### config.mk
export PLATFORM = sky130hd
export DESIGN_NAME = hazard_forward_unit_flat
export DESIGN_NICKNAME = d
export VERILOG_FILES = /design/src/rtl/hazard_forward_unit_if.sv /design/src/rtl/hazard_forward_unit.sv /design/src/flat_wrapper.sv
export SDC_FILE = /design/constraint.sdc
export NUM_CORES = 1
export LEC_CHECK = 0
export ABC_AREA = 0
export CAP_MARGIN = 30
export CORE_MARGIN = 3
export CORE_UTILIZATION = 43
export CTS_CLUSTER_DIAMETER = 30
export DETAILED_ROUTE_END_ITERATION = 10
export GPL_TIMING_DRIVEN = 0
export HOLD_SLACK_MARGIN = 0.1
export PLACE_DENSITY = 0.79
export SLEW_MARGIN = 20
export SYNTH_ARGS = -nofsm -noshare
export SYNTH_HDL_FRONTEND = slang
export SYNTH_SLANG_ARGS = --single-unit
export TNS_END_PERCENT = 30
### constraint.sdc
create_clock -name clock -period 3.7 [get_ports clock]
set_input_delay 0.74 -clock clock [delete_from_list [all_inputs] [get_ports clock]]
set_output_delay 0.74 -clock clock [all_outputs]
set_load 0.01 [all_outputs]
### src/rtl/hazard_forward_unit_if.sv
// ---------------------------------------------------------------------------
// hazard_forward_unit_if
//   Bundle of the ID-stage decode fields, the branch resolution strobe and the
//   hazard/forwarding results exchanged between the pipeline datapath and the
//   hazard_forward_unit.
//
//   master : pipeline side; drives decode info and br_taken, reads controls.
//   slave  : hazard unit side; reads decode info, drives controls/counters.
//
//   Signals:
//     id_valid, id_rs, id_rt, id_uses_rs, id_uses_rt, id_dst,
//     id_reg_write, id_mem_read        ID-stage instruction description
//     br_taken                         branch taken in the resolving stage
//     stall                            hold PC/IF_ID, bubble into ID_EXE
//     flush_if_id/id_exe/exe_mem       clear the named pipeline register
//     fwd_a_sel, fwd_b_sel             EXE operand source selects
//     stall_cnt, flush_cnt             saturating event counters
// ---------------------------------------------------------------------------
interface hazard_forward_unit_if #(
  parameter int REG_ADDR_W = 5,
  parameter int CNT_W      = 16
);
  logic                  id_valid;
  logic [REG_ADDR_W-1:0] id_rs;
  logic [REG_ADDR_W-1:0] id_rt;
  logic                  id_uses_rs;
  logic                  id_uses_rt;
  logic [REG_ADDR_W-1:0] id_dst;
  logic                  id_reg_write;
  logic                  id_mem_read;
  logic                  br_taken;

  logic                  stall;
  logic                  flush_if_id;
  logic                  flush_id_exe;
  logic                  flush_exe_mem;
  logic [1:0]            fwd_a_sel;
  logic [1:0]            fwd_b_sel;
  logic [CNT_W-1:0]      stall_cnt;
  logic [CNT_W-1:0]      flush_cnt;

  modport master (
    output id_valid, id_rs, id_rt, id_uses_rs, id_uses_rt, id_dst,
           id_reg_write, id_mem_read, br_taken,
    input  stall, flush_if_id, flush_id_exe, flush_exe_mem,
           fwd_a_sel, fwd_b_sel, stall_cnt, flush_cnt
  );

  modport slave (
    input  id_valid, id_rs, id_rt, id_uses_rs, id_uses_rt, id_dst,
           id_reg_write, id_mem_read, br_taken,
    output stall, flush_if_id, flush_id_exe, flush_exe_mem,
           fwd_a_sel, fwd_b_sel, stall_cnt, flush_cnt
  );
endinterface

### src/rtl/hazard_forward_unit.sv
// ---------------------------------------------------------------------------
// hazard_forward_unit
//   Hazard and forwarding controller for the 5-stage core (IF ID EXE MEM WB).
//   It keeps a private shadow of the EX, MEM and WB stages, built from the
//   ID-stage decode, and from it derives the EXE operand forwarding selects,
//   the load-use stall and the branch flush of the pipeline registers. Stall
//   and flush cycles are counted in saturating counters for perf debug.
//
//   Parameters:
//     REG_ADDR_W  register specifier width
//     BR_STAGE    stage resolving branches: 2 = EXE, 3 = MEM
//     CNT_W       event counter width
//
//   Ports:
//     clock  rising-edge system clock
//     reset  asynchronous active-high reset
//     bus    hazard_forward_unit_if.slave (decode in, controls out)
// ---------------------------------------------------------------------------
module hazard_forward_unit #(
  parameter int REG_ADDR_W = 5,
  parameter int BR_STAGE   = 3,
  parameter int CNT_W      = 16
) (
  input  logic                  clock,
  input  logic                  reset,
  hazard_forward_unit_if.slave  bus
);

  typedef logic [REG_ADDR_W-1:0] regAddr_t;

  // EX shadow slot: the only one that keeps source registers
  logic     exValid_q,    exValid_d;
  regAddr_t exRs_q,       exRs_d;
  regAddr_t exRt_q,       exRt_d;
  regAddr_t exDst_q,      exDst_d;
  logic     exRegWrite_q, exRegWrite_d;
  logic     exMemRead_q,  exMemRead_d;

  // MEM shadow slot
  logic     memValid_q,    memValid_d;
  regAddr_t memDst_q,      memDst_d;
  logic     memRegWrite_q, memRegWrite_d;
  logic     memMemRead_q,  memMemRead_d;

  // WB shadow slot; load-ness no longer matters once data is in WB
  logic     wbValid_q,    wbValid_d;
  regAddr_t wbDst_q,      wbDst_d;
  logic     wbRegWrite_q, wbRegWrite_d;

  logic [CNT_W-1:0] stallCnt_q, stallCnt_d;
  logic [CNT_W-1:0] flushCnt_q, flushCnt_d;

  logic       brTaken;
  logic       flushIdExe;
  logic       flushExeMem;
  logic       loadInEx;
  logic       rsDep;
  logic       rtDep;
  logic       stallHit;
  logic       memSrc;
  logic       wbSrc;
  logic [1:0] fwdA;
  logic [1:0] fwdB;

  // Flushes are masked while reset is asserted so every output reads zero
  // during reset regardless of what the pipeline presents on br_taken.
  assign brTaken     = bus.br_taken & ~reset;
  assign flushIdExe  = brTaken;
  assign flushExeMem = (BR_STAGE == 3) ? brTaken : 1'b0;

  // Load-use: the ID instruction needs a register a load in EX has not yet
  // fetched. A taken branch kills the ID instruction, so it never stalls.
  assign loadInEx = exValid_q & exMemRead_q & (exDst_q != '0);
  assign rsDep    = bus.id_uses_rs & (bus.id_rs == exDst_q);
  assign rtDep    = bus.id_uses_rt & (bus.id_rt == exDst_q);
  assign stallHit = bus.id_valid & loadInEx & (rsDep | rtDep) & ~brTaken;

  // A load sitting in MEM has no data yet, so it is excluded as a MEM
  // source; the one-bubble stall means a consumer never meets it there.
  assign memSrc = memValid_q & memRegWrite_q & ~memMemRead_q & (memDst_q != '0);
  assign wbSrc  = wbValid_q & wbRegWrite_q & (wbDst_q != '0);

  // Operand source selection for the instruction in EX; MEM is younger
  // than WB, so it wins when both hold the same destination.
  always_comb begin
    fwdA = 2'b00;
    fwdB = 2'b00;
    if (exValid_q) begin
      if (memSrc && (memDst_q == exRs_q)) begin
        fwdA = 2'b10;
      end else if (wbSrc && (wbDst_q == exRs_q)) begin
        fwdA = 2'b01;
      end
      if (memSrc && (memDst_q == exRt_q)) begin
        fwdB = 2'b10;
      end else if (wbSrc && (wbDst_q == exRt_q)) begin
        fwdB = 2'b01;
      end
    end
  end

  // Shadow pipeline advance. A stalled or flushed ID instruction leaves a
  // fully cleared bubble in EX; a MEM flush clears whatever EX held.
  always_comb begin
    exValid_d     = 1'b0;
    exRs_d        = '0;
    exRt_d        = '0;
    exDst_d       = '0;
    exRegWrite_d  = 1'b0;
    exMemRead_d   = 1'b0;
    if (bus.id_valid && !stallHit && !flushIdExe) begin
      exValid_d    = 1'b1;
      exRs_d       = bus.id_rs;
      exRt_d       = bus.id_rt;
      exDst_d      = bus.id_dst;
      exRegWrite_d = bus.id_reg_write;
      exMemRead_d  = bus.id_mem_read;
    end

    memValid_d    = 1'b0;
    memDst_d      = '0;
    memRegWrite_d = 1'b0;
    memMemRead_d  = 1'b0;
    if (!flushExeMem) begin
      memValid_d    = exValid_q;
      memDst_d      = exDst_q;
      memRegWrite_d = exRegWrite_q;
      memMemRead_d  = exMemRead_q;
    end

    wbValid_d    = memValid_q;
    wbDst_d      = memDst_q;
    wbRegWrite_d = memRegWrite_q;
  end

  // Saturating counters: hold at all-ones instead of wrapping to zero.
  always_comb begin
    stallCnt_d = stallCnt_q;
    flushCnt_d = flushCnt_q;
    if (stallHit && (stallCnt_q != '1)) begin
      stallCnt_d = stallCnt_q + CNT_W'(1);
    end
    if (brTaken && (flushCnt_q != '1)) begin
      flushCnt_d = flushCnt_q + CNT_W'(1);
    end
  end

  // State registers; reset empties every slot at once so forwarding and
  // stall drop in the same cycle reset rises.
  always_ff @(posedge clock or posedge reset) begin
    if (reset) begin
      exValid_q     <= 1'b0;
      exRs_q        <= '0;
      exRt_q        <= '0;
      exDst_q       <= '0;
      exRegWrite_q  <= 1'b0;
      exMemRead_q   <= 1'b0;
      memValid_q    <= 1'b0;
      memDst_q      <= '0;
      memRegWrite_q <= 1'b0;
      memMemRead_q  <= 1'b0;
      wbValid_q     <= 1'b0;
      wbDst_q       <= '0;
      wbRegWrite_q  <= 1'b0;
      stallCnt_q    <= '0;
      flushCnt_q    <= '0;
    end else begin
      exValid_q     <= exValid_d;
      exRs_q        <= exRs_d;
      exRt_q        <= exRt_d;
      exDst_q       <= exDst_d;
      exRegWrite_q  <= exRegWrite_d;
      exMemRead_q   <= exMemRead_d;
      memValid_q    <= memValid_d;
      memDst_q      <= memDst_d;
      memRegWrite_q <= memRegWrite_d;
      memMemRead_q  <= memMemRead_d;
      wbValid_q     <= wbValid_d;
      wbDst_q       <= wbDst_d;
      wbRegWrite_q  <= wbRegWrite_d;
      stallCnt_q    <= stallCnt_d;
      flushCnt_q    <= flushCnt_d;
    end
  end

  assign bus.stall         = stallHit;
  assign bus.flush_if_id   = brTaken;
  assign bus.flush_id_exe  = flushIdExe;
  assign bus.flush_exe_mem = flushExeMem;
  assign bus.fwd_a_sel     = fwdA;
  assign bus.fwd_b_sel     = fwdB;
  assign bus.stall_cnt     = stallCnt_q;
  assign bus.flush_cnt     = flushCnt_q;

endmodule

### src/flat_wrapper.sv
// flat-port wrapper written by rule: the top's interface ports become plain ports
module hazard_forward_unit_flat 
#(
  parameter int REG_ADDR_W = 5,
  parameter int BR_STAGE   = 3,
  parameter int CNT_W      = 16
)
  (clock, reset, bus_id_valid, bus_id_rs, bus_id_rt, bus_id_uses_rs, bus_id_uses_rt, bus_id_dst, bus_id_reg_write, bus_id_mem_read, bus_br_taken, bus_stall, bus_flush_if_id, bus_flush_id_exe, bus_flush_exe_mem, bus_fwd_a_sel, bus_fwd_b_sel, bus_stall_cnt, bus_flush_cnt);
  hazard_forward_unit_if #(.REG_ADDR_W(REG_ADDR_W), .CNT_W(CNT_W)) bus_i ();
  input  logic clock;
  input  logic reset;
  input wire logic [$bits(bus_i.id_valid)-1:0] bus_id_valid;
  input wire logic [$bits(bus_i.id_rs)-1:0] bus_id_rs;
  input wire logic [$bits(bus_i.id_rt)-1:0] bus_id_rt;
  input wire logic [$bits(bus_i.id_uses_rs)-1:0] bus_id_uses_rs;
  input wire logic [$bits(bus_i.id_uses_rt)-1:0] bus_id_uses_rt;
  input wire logic [$bits(bus_i.id_dst)-1:0] bus_id_dst;
  input wire logic [$bits(bus_i.id_reg_write)-1:0] bus_id_reg_write;
  input wire logic [$bits(bus_i.id_mem_read)-1:0] bus_id_mem_read;
  input wire logic [$bits(bus_i.br_taken)-1:0] bus_br_taken;
  output wire logic [$bits(bus_i.stall)-1:0] bus_stall;
  output wire logic [$bits(bus_i.flush_if_id)-1:0] bus_flush_if_id;
  output wire logic [$bits(bus_i.flush_id_exe)-1:0] bus_flush_id_exe;
  output wire logic [$bits(bus_i.flush_exe_mem)-1:0] bus_flush_exe_mem;
  output wire logic [$bits(bus_i.fwd_a_sel)-1:0] bus_fwd_a_sel;
  output wire logic [$bits(bus_i.fwd_b_sel)-1:0] bus_fwd_b_sel;
  output wire logic [$bits(bus_i.stall_cnt)-1:0] bus_stall_cnt;
  output wire logic [$bits(bus_i.flush_cnt)-1:0] bus_flush_cnt;
  assign bus_i.id_valid = bus_id_valid;
  assign bus_i.id_rs = bus_id_rs;
  assign bus_i.id_rt = bus_id_rt;
  assign bus_i.id_uses_rs = bus_id_uses_rs;
  assign bus_i.id_uses_rt = bus_id_uses_rt;
  assign bus_i.id_dst = bus_id_dst;
  assign bus_i.id_reg_write = bus_id_reg_write;
  assign bus_i.id_mem_read = bus_id_mem_read;
  assign bus_i.br_taken = bus_br_taken;
  assign bus_stall = bus_i.stall;
  assign bus_flush_if_id = bus_i.flush_if_id;
  assign bus_flush_id_exe = bus_i.flush_id_exe;
  assign bus_flush_exe_mem = bus_i.flush_exe_mem;
  assign bus_fwd_a_sel = bus_i.fwd_a_sel;
  assign bus_fwd_b_sel = bus_i.fwd_b_sel;
  assign bus_stall_cnt = bus_i.stall_cnt;
  assign bus_flush_cnt = bus_i.flush_cnt;
  hazard_forward_unit #(.REG_ADDR_W(REG_ADDR_W), .BR_STAGE(BR_STAGE), .CNT_W(CNT_W)) u_core (.clock(clock), .reset(reset), .bus(bus_i));
endmodule
==> summary.txt, run 1 <==
Critical path
  – Worst Path Required: 2.96 ns
  – R2R depth: 7
  – Worst setup EP type: output port
  – R2R Path End: u_core.bus.stall_cnt[15]$_DFFE_PP0P_
  – CP Launch Point: reset
  – Worst-path maximum fanout: 4
  – Critical path type: primary input to output port
  – Reg2Reg Setup Slack: 1.55 ns
  – Reg2reg start: u_core.bus.stall_cnt[0]$_DFFE_PP0P_
  – Worst setup SP type: primary input
  – WP data arrival: 2.85 ns

Clocking
  – Worst-Skew Late Latency: 0.33 ns
  – Clock slew at reported path FFs: 0.06 ns
  – # Post-CTS Setup Buffers: 0
  – Clock Tree Root: clkbuf_8
  – Total CTS buffers: 9
  – Post-CTS sizing: 0
  – CTS tree: built
  – CTS Sinks: 65
  – H-tree depth: 3
  – Post-CTS Hold Buffers: 0
  – CTS max path bufs: 2

Cells and area
  – Fin area: 0.00379 sq mm
  – Diode count: 0
  – Fill count: 562
  – Cell Count, Final, Fillers Out: 398
  – Commonest non-fill, non-tap cell in the layout: dfrtp_1
  – P&R area growth vs syn: 30.6%
  – Most frequent cells in the layout: 65 x dfrtp_1, 62 x clkdlybuf4s50_1, 31 x xor2_1
  – Fraction of layout cells with a size suffix above 1: 7.17%
  – Nets: 344

Logic synthesis
  – FFs w/ async S/R, synth: 100%
  – Yosys reg bits: 65
  – Syn Nets: 270
  – Syn avg cell area: 11.9 sq um
  – Synth warn: 0
  – Mapped Cells: 245
  – Yosys cell types: 34
  – Most used DFF post-synth: dfrtp_1
  – Mapped Area: 0.00291 sq mm
  – Sequential area share after synthesis: 56.0%
  – EDFF count, synth: 0

Job
  – Maxcap violations: 0

Timing
  – Fin crit share: 96.9%
  – Max Clk Rate: 279 MHz
  – Final worst setup slack: 0.115 ns
  – Relative slew slack: 47.0%
  – Least-Margin Pin Slew: 0.785 ns
  – Final Skew: 0.00993 ns
  – Final min period: 3.59 ns
  – Unrepaired setup endpoints after global routing: false
  – # setup viols final: 0
  – Fin. Hold Viols: 0
  – Final Max Slew Viols: 0
  – Worst hold margin: 0.373 ns
  – Setup tns final: 0 ns

Hold path
  – Worst hold path cell count: 0
  – Worst Min Path Start: u_core.memValid_q$_DFF_PP0_
  – Hold Path End: u_core.wbValid_q$_DFF_PP0_
  – Worst hold-check path type: flip-flop to flip-flop

Global routing
  – Largest net degree at the start of global routing: 43
  – GR Layer Usage met2: 26.9%
  – Antenna violations before repair: 0
  – GR Util met3: 4.99%
  – GRT busiest layer: met2
  – GR Util met1: 21.6%
  – GRT Total Usage: 16.9%
  – Global route total overflow: 0
  – First-pass GRT wire length: 10000 um
  – Vias in the first global route: 2119

Power
  – Pleak: 1.76 nW
  – Worst vdd ir: 0.000209 V
  – PD cells: 402 mW/mm^2

Place
  – Port Buffer Count: 62
  – Place WS: 0.129 ns
  – GP Congestion: 0.853
  – Post-DP HPWL: 4380 um
  – DP Area: 0.00364 sq mm
  – DP Cell Count: 385

Detailed routing
  – Residual DRC: 0
  – ANT nets after route: 0
  – Via density: 5.06
  – DR vias: 2015
  – Drt wl/cell: 14.8 um
  – Drt total wl: 5880 um
  – Initial DRC Count: 53
  – First-pass DRT Iterations: 4

Die
  – Core Area: 0.00646 sq mm
  – # IOs: 63
  – Die area: 0.00778 sq mm
  – Site row count: 29
  – Starting Density: 45.0%
  – Die Ht: 88.2 um
  – Die width: 88.2 um

Status
  – Status: finished, final reports clean
[metal layers]
| layer | share of wire, % | vias to the layer above | wire, um |
|---|---|---|---|
| met1 | 45 | 976 | 2640 |
| li1 | - | 977 | - |
| met4 | 1.6 | 0 | 94 |
| met3 | 5.2 | 8 | 308 |
| met5 | 0 | - | 0 |
| met2 | 48 | 54 | 2830 |
[where the power goes]
part | total [mW] | switching, mW | internal [mW]
sequential | 0.817 | 0.0571 | 0.760
combinational | 0.225 | 0.0933 | 0.132
clock | 0.485 | 0.235 | 0.250
[through the flow]
| stage | power [mW] | util, % |
|---|---|---|
| 6_report | 1.53 | 58.8 |
| 5_1_grt | 1.60 | 58.8 |
| 4_1_cts | 1.55 | 58.8 |
| 3_5_place_dp | 1.06 | 56.4 |
| 3_3_place_gp | 1.04 | 56.1 |
| 2_1_floorplan | 0.928 | - |
[Yosys cell counts, types with 2 or more instances]
library cell  number  share of area [%]
inv_1              2               0.26
buf_4              2               0.52
xor2_1            31                9.3
xnor2_1           28                8.4
or4_1              4                1.0
nor3_1             2               0.34
nand2b_1           2               0.43
nand3_1           11                1.9
nand4_1            9                1.9
dfrtp_1           65                 56
clkbuf_1           2               0.26
and3_1             9                1.9
nor4_1             6                1.3
ha_1               2               0.86
and2_1            27                5.8
mux2_2             2               0.78
nand2_1           14                1.8
and4_1             3               0.90
nor2_1             9                1.2
[critical path, stage by stage]
cell and delay, ns:
clkdlybuf4s50_1 0.51, nand2b_1 0.20, nand2_1 0.13, a211o_1 0.33, nor2_1 0.32, clkdlybuf4s50_1 0.61
[state kept, by name, summed over array words and instances (netlist names), 5 cells and up]
register / count
u_core.exDst_q: 5
u_core.bus.stall_cnt: 16
u_core.memDst_q: 5
u_core.exRs_q: 5
u_core.wbDst_q: 5
u_core.exRt_q: 5
u_core.bus.flush_cnt: 16
[kinds of logic (layout without fill, tap and decap cells)]
logic type               count (synthesis)  after routing  synth area share, %
flip-flops                              65             65                 56.0
buffers and inverters                    8             84                 1.59
adder cells (fa/ha/maj)                  2              2                0.861
AO/OA/AOI/OAI                            5              5                 1.98
XOR/XNOR                                59             59                 17.8
AND/OR/NAND/NOR                        103            103                 20.6
multiplexers                             3              3                 1.16
[final cells by class]
cell class                 instances  area [sq um]  area share (%)
inverter                           2          10.0           0.264
buffer                             6          38.8            1.02
clock buffer                      12           145            3.82
clock inverter                     1          5.00           0.132
sequential                        65          1630            42.9
timing repair buffer              63           641            16.9
multi-input combinational        172          1230            32.5
tap                               77          96.3            2.54
[worst max path at each step]
stage | to | slack [ns] | cells after the start
2_1_floorplan | bus_fwd_b_sel[0] | 1.32 | 4
4_1_cts | bus_stall | 0.12 | 6
3_3_place_gp | bus_stall | 0.22 | 6
6_report | bus_stall | 0.11 | 6
5_1_grt | bus_stall | 0.005 | 6
3_5_place_dp | bus_stall | 0.13 | 6
(Power assumes the default switching activity.)
==> inputs of run 2 (changes only) <==
Settings changed: HOLD_SLACK_MARGIN 0.1 to 0.05.
==> results of run 2 <==
No change in the layout: final DEF, timing and power equal those of run 1.
==> RTL change 1 (flow settings as in run 1) <==
`REG_ADDR_W` is set to 5 in 3 places; all go to 4.
--- a/src/rtl/hazard_forward_unit_if.sv
+++ b/src/rtl/hazard_forward_unit_if.sv
@@ -19,3 +19,3 @@
 interface hazard_forward_unit_if #(
-  parameter int REG_ADDR_W = 5,
+  parameter int REG_ADDR_W = 4,
   parameter int CNT_W      = 16
--- a/src/rtl/hazard_forward_unit.sv
+++ b/src/rtl/hazard_forward_unit.sv
@@ -19,3 +19,3 @@
 module hazard_forward_unit #(
-  parameter int REG_ADDR_W = 5,
+  parameter int REG_ADDR_W = 4,
   parameter int BR_STAGE   = 3,
--- a/src/flat_wrapper.sv
+++ b/src/flat_wrapper.sv
@@ -3,3 +3,3 @@
 #(
-  parameter int REG_ADDR_W = 5,
+  parameter int REG_ADDR_W = 4,
   parameter int BR_STAGE   = 3,
Ports: changed (resized bus_id_dst, bus_id_rs and bus_id_rt); port bits go from 63 to 60. The function was not compared with the original's and may differ.
==> RTL change 1 against run 1 <==
- routed wire length fell by 2.3%
- sequential power decreased by 5.9%
- via count shrank 0.15%
- power is 6.8% higher
- die area shrank 3.1%
- setup slack better by 83 ps
- sequential cell count fell by 5
- cell area fell by 2.2%
- final cell count shrank 1.3%
- global-route usage about the same
- largest power group unchanged
- core utilization up 1.8 points
- clock skew down 3.5 ps
- synthesized area down 3.3%
==> RTL change 1: results (changes against run 1) <==
* Status: completed
* Dpl hpwl at 4140 um (-5.4%)
* First element of the critical path: bus_id_rt[0]
* Crit Path Max Fanout at 10 (+6)
* Worst-case vdd ir drop at 0.278 mV (+33%)
* Non-CTS buffers at 65 (-5.8%)
* Area growth from synthesis to layout at 32.2%
* Share of cells above drive strength 1 at 12.3% (+5.1 points)
* Ranking of synthesized cells by area: dfrtp_1 53%, xnor2_1 8.7%, xor2_1 7.5%
* Final RePlAce weighted congestion at 0.814 (-4.6%)
* Wire length on met3 at 235 um (-24%)
* Register Area at 1500 um^2 (-7.7%)
* Clock network area share at 5.83% (+1.9 points)
* Slowest cell on crit path: clkdlybuf4s50_1
* Largest net degree at the start of global routing at 61 (+42%)
* Routed WL at 5740 um (-2.3%)
* GR Util met1 at 22.0% (+0.41 points)
* Pre-CTS WS at 214 ps (+84.4 ps)
* Static Leak at 1.65 nW (-6.3%)
* Met1 wire length at 2560 um (-2.9%)
* First-pass GRT wire length at 9850 um (-1.6%)
* Met3 Use GR at 4.09% (-0.90 points)
* Area of the multi-input gates at 1230 um^2 (-0.10%)
* Non-clock inverter count at 7 (+5)
* Post-Syn Nets at 265 (-1.9%)
* Multi-In Gates at 170 (-1.2%)
* Worst-skew pair later-pin latency at 330 ps (about the same)
* Flop pwr share at 47.2% (-6.3 points)
* Post-synthesis sequential area ratio at 53.5% (-2.5 points)
* Multiplexer area fraction after synthesis at 1.16% (-0.0047 points)
* Non-clock buffer share of cell area at 17.3% (-0.65 points)
* Combinational cell fraction of total power at 13.8% (-0.9 points)
* Critical path arrival at 2760 ps (-90 ps)
* Post-synthesis xor/xnor area fraction at 16.2% (-1.6 points)
* GRT met2 Usage at 26.2% (-0.76 points)
* Number of global-route vias before repair at 2027 (-4.3%)
* Psw at 398 uW (+3.2%)
* Hold path start: u_core.memRegWrite_q$_DFF_PP0_
* Max incr delay on CP at 510 ps (-100 ps)
* Non-filler cells, final at 393 (-1.3%)
* Seq. pwr at 769 uW (-5.9%)
* Dpl cells at 377 (-2.1%)
* Clock Buffer Count at 11 (-1)
* Post-synthesis compound-gate area fraction at 1.34% (-0.64 points)
* Seq cells at 60 (-7.7%)
* Placed Area at 3500 um^2 (-4.1%)
* Avg Vias per Cell at 5.12 (+1.1%)
* Skew final at 6.40 ps (-3.53 ps)
* Cell count after synthesis at 243 (-0.82%)
RTL change 1: changes by cell type after synthesis, moves of 5 or more:
cell,delta
xor2_1,-7
nor2_1,+6
inv_1,+5
dfrtp_1,-5
nand4_1,+8
and3_1,-7
RTL change 1: worst reg2reg max path, cell delays in order (launching register included):
cell and delay (ps):
dfrtp_1 410, ha_1 240, nand3_1 90, nor2_1 250, nand2_1 180, nor2_2 200
buf_4 250, nor4_1 90, xor2_1 160
RTL change 1: worst paths after layout:
kind | slack (ps) | cells after the start | endpoint
max reg2reg | 1700 | 8 | u_core.bus.stall_cnt[11]$_DFFE_PP0P_
max in group asynchronous | 2320 | 2 | u_core.wbDst_q[2]$_DFF_PP0_
min reg2reg | 370 | 0 | u_core.wbRegWrite_q$_DFF_PP0_
min | 370 | 0 | u_core.wbRegWrite_q$_DFF_PP0_
max | 200 | 7 | bus_stall
min in group asynchronous | 910 | 2 | u_core.bus.stall_cnt[13]$_DFFE_PP0P_
==> RTL change 2 (flow settings as in run 1) <==
Without the edit above. Make the reset (`reset`) synchronous in one clocked block. Comments in the files are not updated.
--- a/src/rtl/hazard_forward_unit.sv
+++ b/src/rtl/hazard_forward_unit.sv
@@ -149,3 +149,3 @@
   // stall drop in the same cycle reset rises.
-  always_ff @(posedge clock or posedge reset) begin
+  always_ff @(posedge clock) begin
     if (reset) begin
Behaviour: differs if reset is asserted again (counterexample within 4 cycles, from zero or initial values and one cycle with reset high); with reset held inactive, the same outputs for 10 cycles.
==> RTL change 2 against run 1 <==
- cell area increased by 2.3%
- sequential share of layout area decreased by 9.3 points
- setup slack improved by 240 ps
- sequential cell count unchanged
- synthesized area increased by 2.1%
- first-iteration DRC count increased to 2.8 times the old value
- routed wire length increased by 19%
- critical endpoint is now bus_fwd_a_sel[0]
- synthesized cell count increased by 33%
Power is not compared: it rests on default switching activity, and its combinational part moved more than twofold at a synthesized area within 25%.
==> RTL change 2: results (changes against run 1) <==
* Status: completed
* IO Port Bufs at 61 (-1.6%)
* Post-synthesis sequential area ratio at 43.9% (-12 points)
* Worst-skew pair later-pin latency at 340 ps
* Area growth from synthesis to layout at 30.8%
* Setup crit end: bus_fwd_a_sel[0]
* Met3 Use GR at 5.62% (+0.64 points)
* Average wire per standard cell at 14.5 um (-1.7%)
* CTS buffer count at 9 (unchanged)
* Switching Fraction at 24.5%
* Static Leak at 1.46 nW
* Avg Vias per Cell at 5.40 (+6.6%)
* R2R Path Start: u_core.exDst_q[2]$_SDFF_PP0_
* Max-slew headroom at 63.8% (+17 points)
* Uppermost layer routed: met4
* Crit Path Max Fanout at 4 (unchanged)
* Met2 wire len at 3210 um (+13%)
* Syn avg cell area at 9.10 um^2 (-23%)
* Gr usage total at 18.9% (+2.1 points)
* Clk slew on worst S/H paths at 70 ps
* Skew final at 8.58 ps (-1.35 ps)
* Final RePlAce weighted congestion at 0.852 (-0.15%)
* Critical path arrival at 2600 ps (-250 ps)
* Ys flop type: dfxtp_1
* Flop2flop setup slack at 1570 ps (+20 ps)
* Dpl hpwl at 5150 um (+17%)
* Initial drt markers at 151 (+180%)
* Largest net degree at the start of global routing at 13 (-70%)
* Commonest cells in the synthesized netlist: 65 x dfxtp_1, 26 x and2_1, 20 x nand2_1, 20 x xor2_1
* Hold depth at 1 (+1)
* Placed Area at 3670 um^2 (+0.79%)
* Worst r2r dst: u_core.bus.stall_cnt[13]$_SDFFE_PP0P_
* Total number of vias at 2596 (+29%)
* Library cells used by synthesis at 41 (+21%)
* GR Util met1 at 25.8% (+4.1 points)
* Final #Nets at 424 (+23%)
* First element of the critical path: u_core.memDst_q[0]$_SDFF_PP0_
* Dpl cells at 464 (+21%)
* Hold WS at 432 ps (+59.0 ps)
* Met1 wire length at 3240 um (+23%)
* Post-Syn Nets at 351 (+30%)
* Post-CTS sizing at 2 (+2)
* Post-synth ARST share at 0% (-100 points)
* Ranking of synthesized cells by area: dfxtp_1 44%, xor2_1 5.9%, and2_1 5.5%
* Wire length on met3 at 385 um (+25%)
* First-pass GRT wire length at 11700 um (+17%)
* Number of global-route vias before repair at 2465 (+16%)
* Pwr Total at 1.35 mW
* Post-CTS Repair Setup Buffers at 1 (+1)
* Share of cells above drive strength 1 at 8.42% (+1.3 points)
* Minimum clock period at 3340 ps (-242 ps)
* Initial antenna violation count at 0 (unchanged)
* Hold path start: u_core.exRegWrite_q$_SDFF_PP0_
* GRT met2 Usage at 28.2% (+1.3 points)
* Pre-CTS WS at -44.1 ps (-173 ps)
* Fill count at 572 (+1.8%)
* Worst Hold Path EP: u_core.memRegWrite_q$_SDFF_PP0_
==> RTL change 2: cell types whose count changed in the layout (fill, tap and decap cells not counted), sizes merged, moves of 10 or more <==
cell and delta:
dfrtp -65, dfxtp +65, a21oi +18, or4 +14
o31ai +13, xor2 -11, xnor2 -10
==> RTL change 2: final cells by class <==
class	count	area share [%]
clock buffers	10	3.55
flip-flops and latches	65	33.5
well taps	77	2.48
plain buffers	14	1.87
clock inverters	6	1.13
multi-input cells	240	40.8
repair buffers	62	16.0
inverters	7	0.677
==> RTL change 2: critical path: cells and delay by family, from the launching register on <==
family,cells,cell delay (ps)
buffers and inverters,1,600
AND/OR/NAND/NOR,3,980
flip-flops,1,360
AO/OA/AOI/OAI,1,330
==> RTL change 2: logic make-up after synthesis <==
kind of cell	Yosys count	share of synthesized area [%]
mux	6	2.07
xor+xnor	38	11.2
fa+ha+maj	2	0.843
buf+inv	21	3.25
compound gates	43	9.28
simple gates	151	29.5
flops	65	43.9
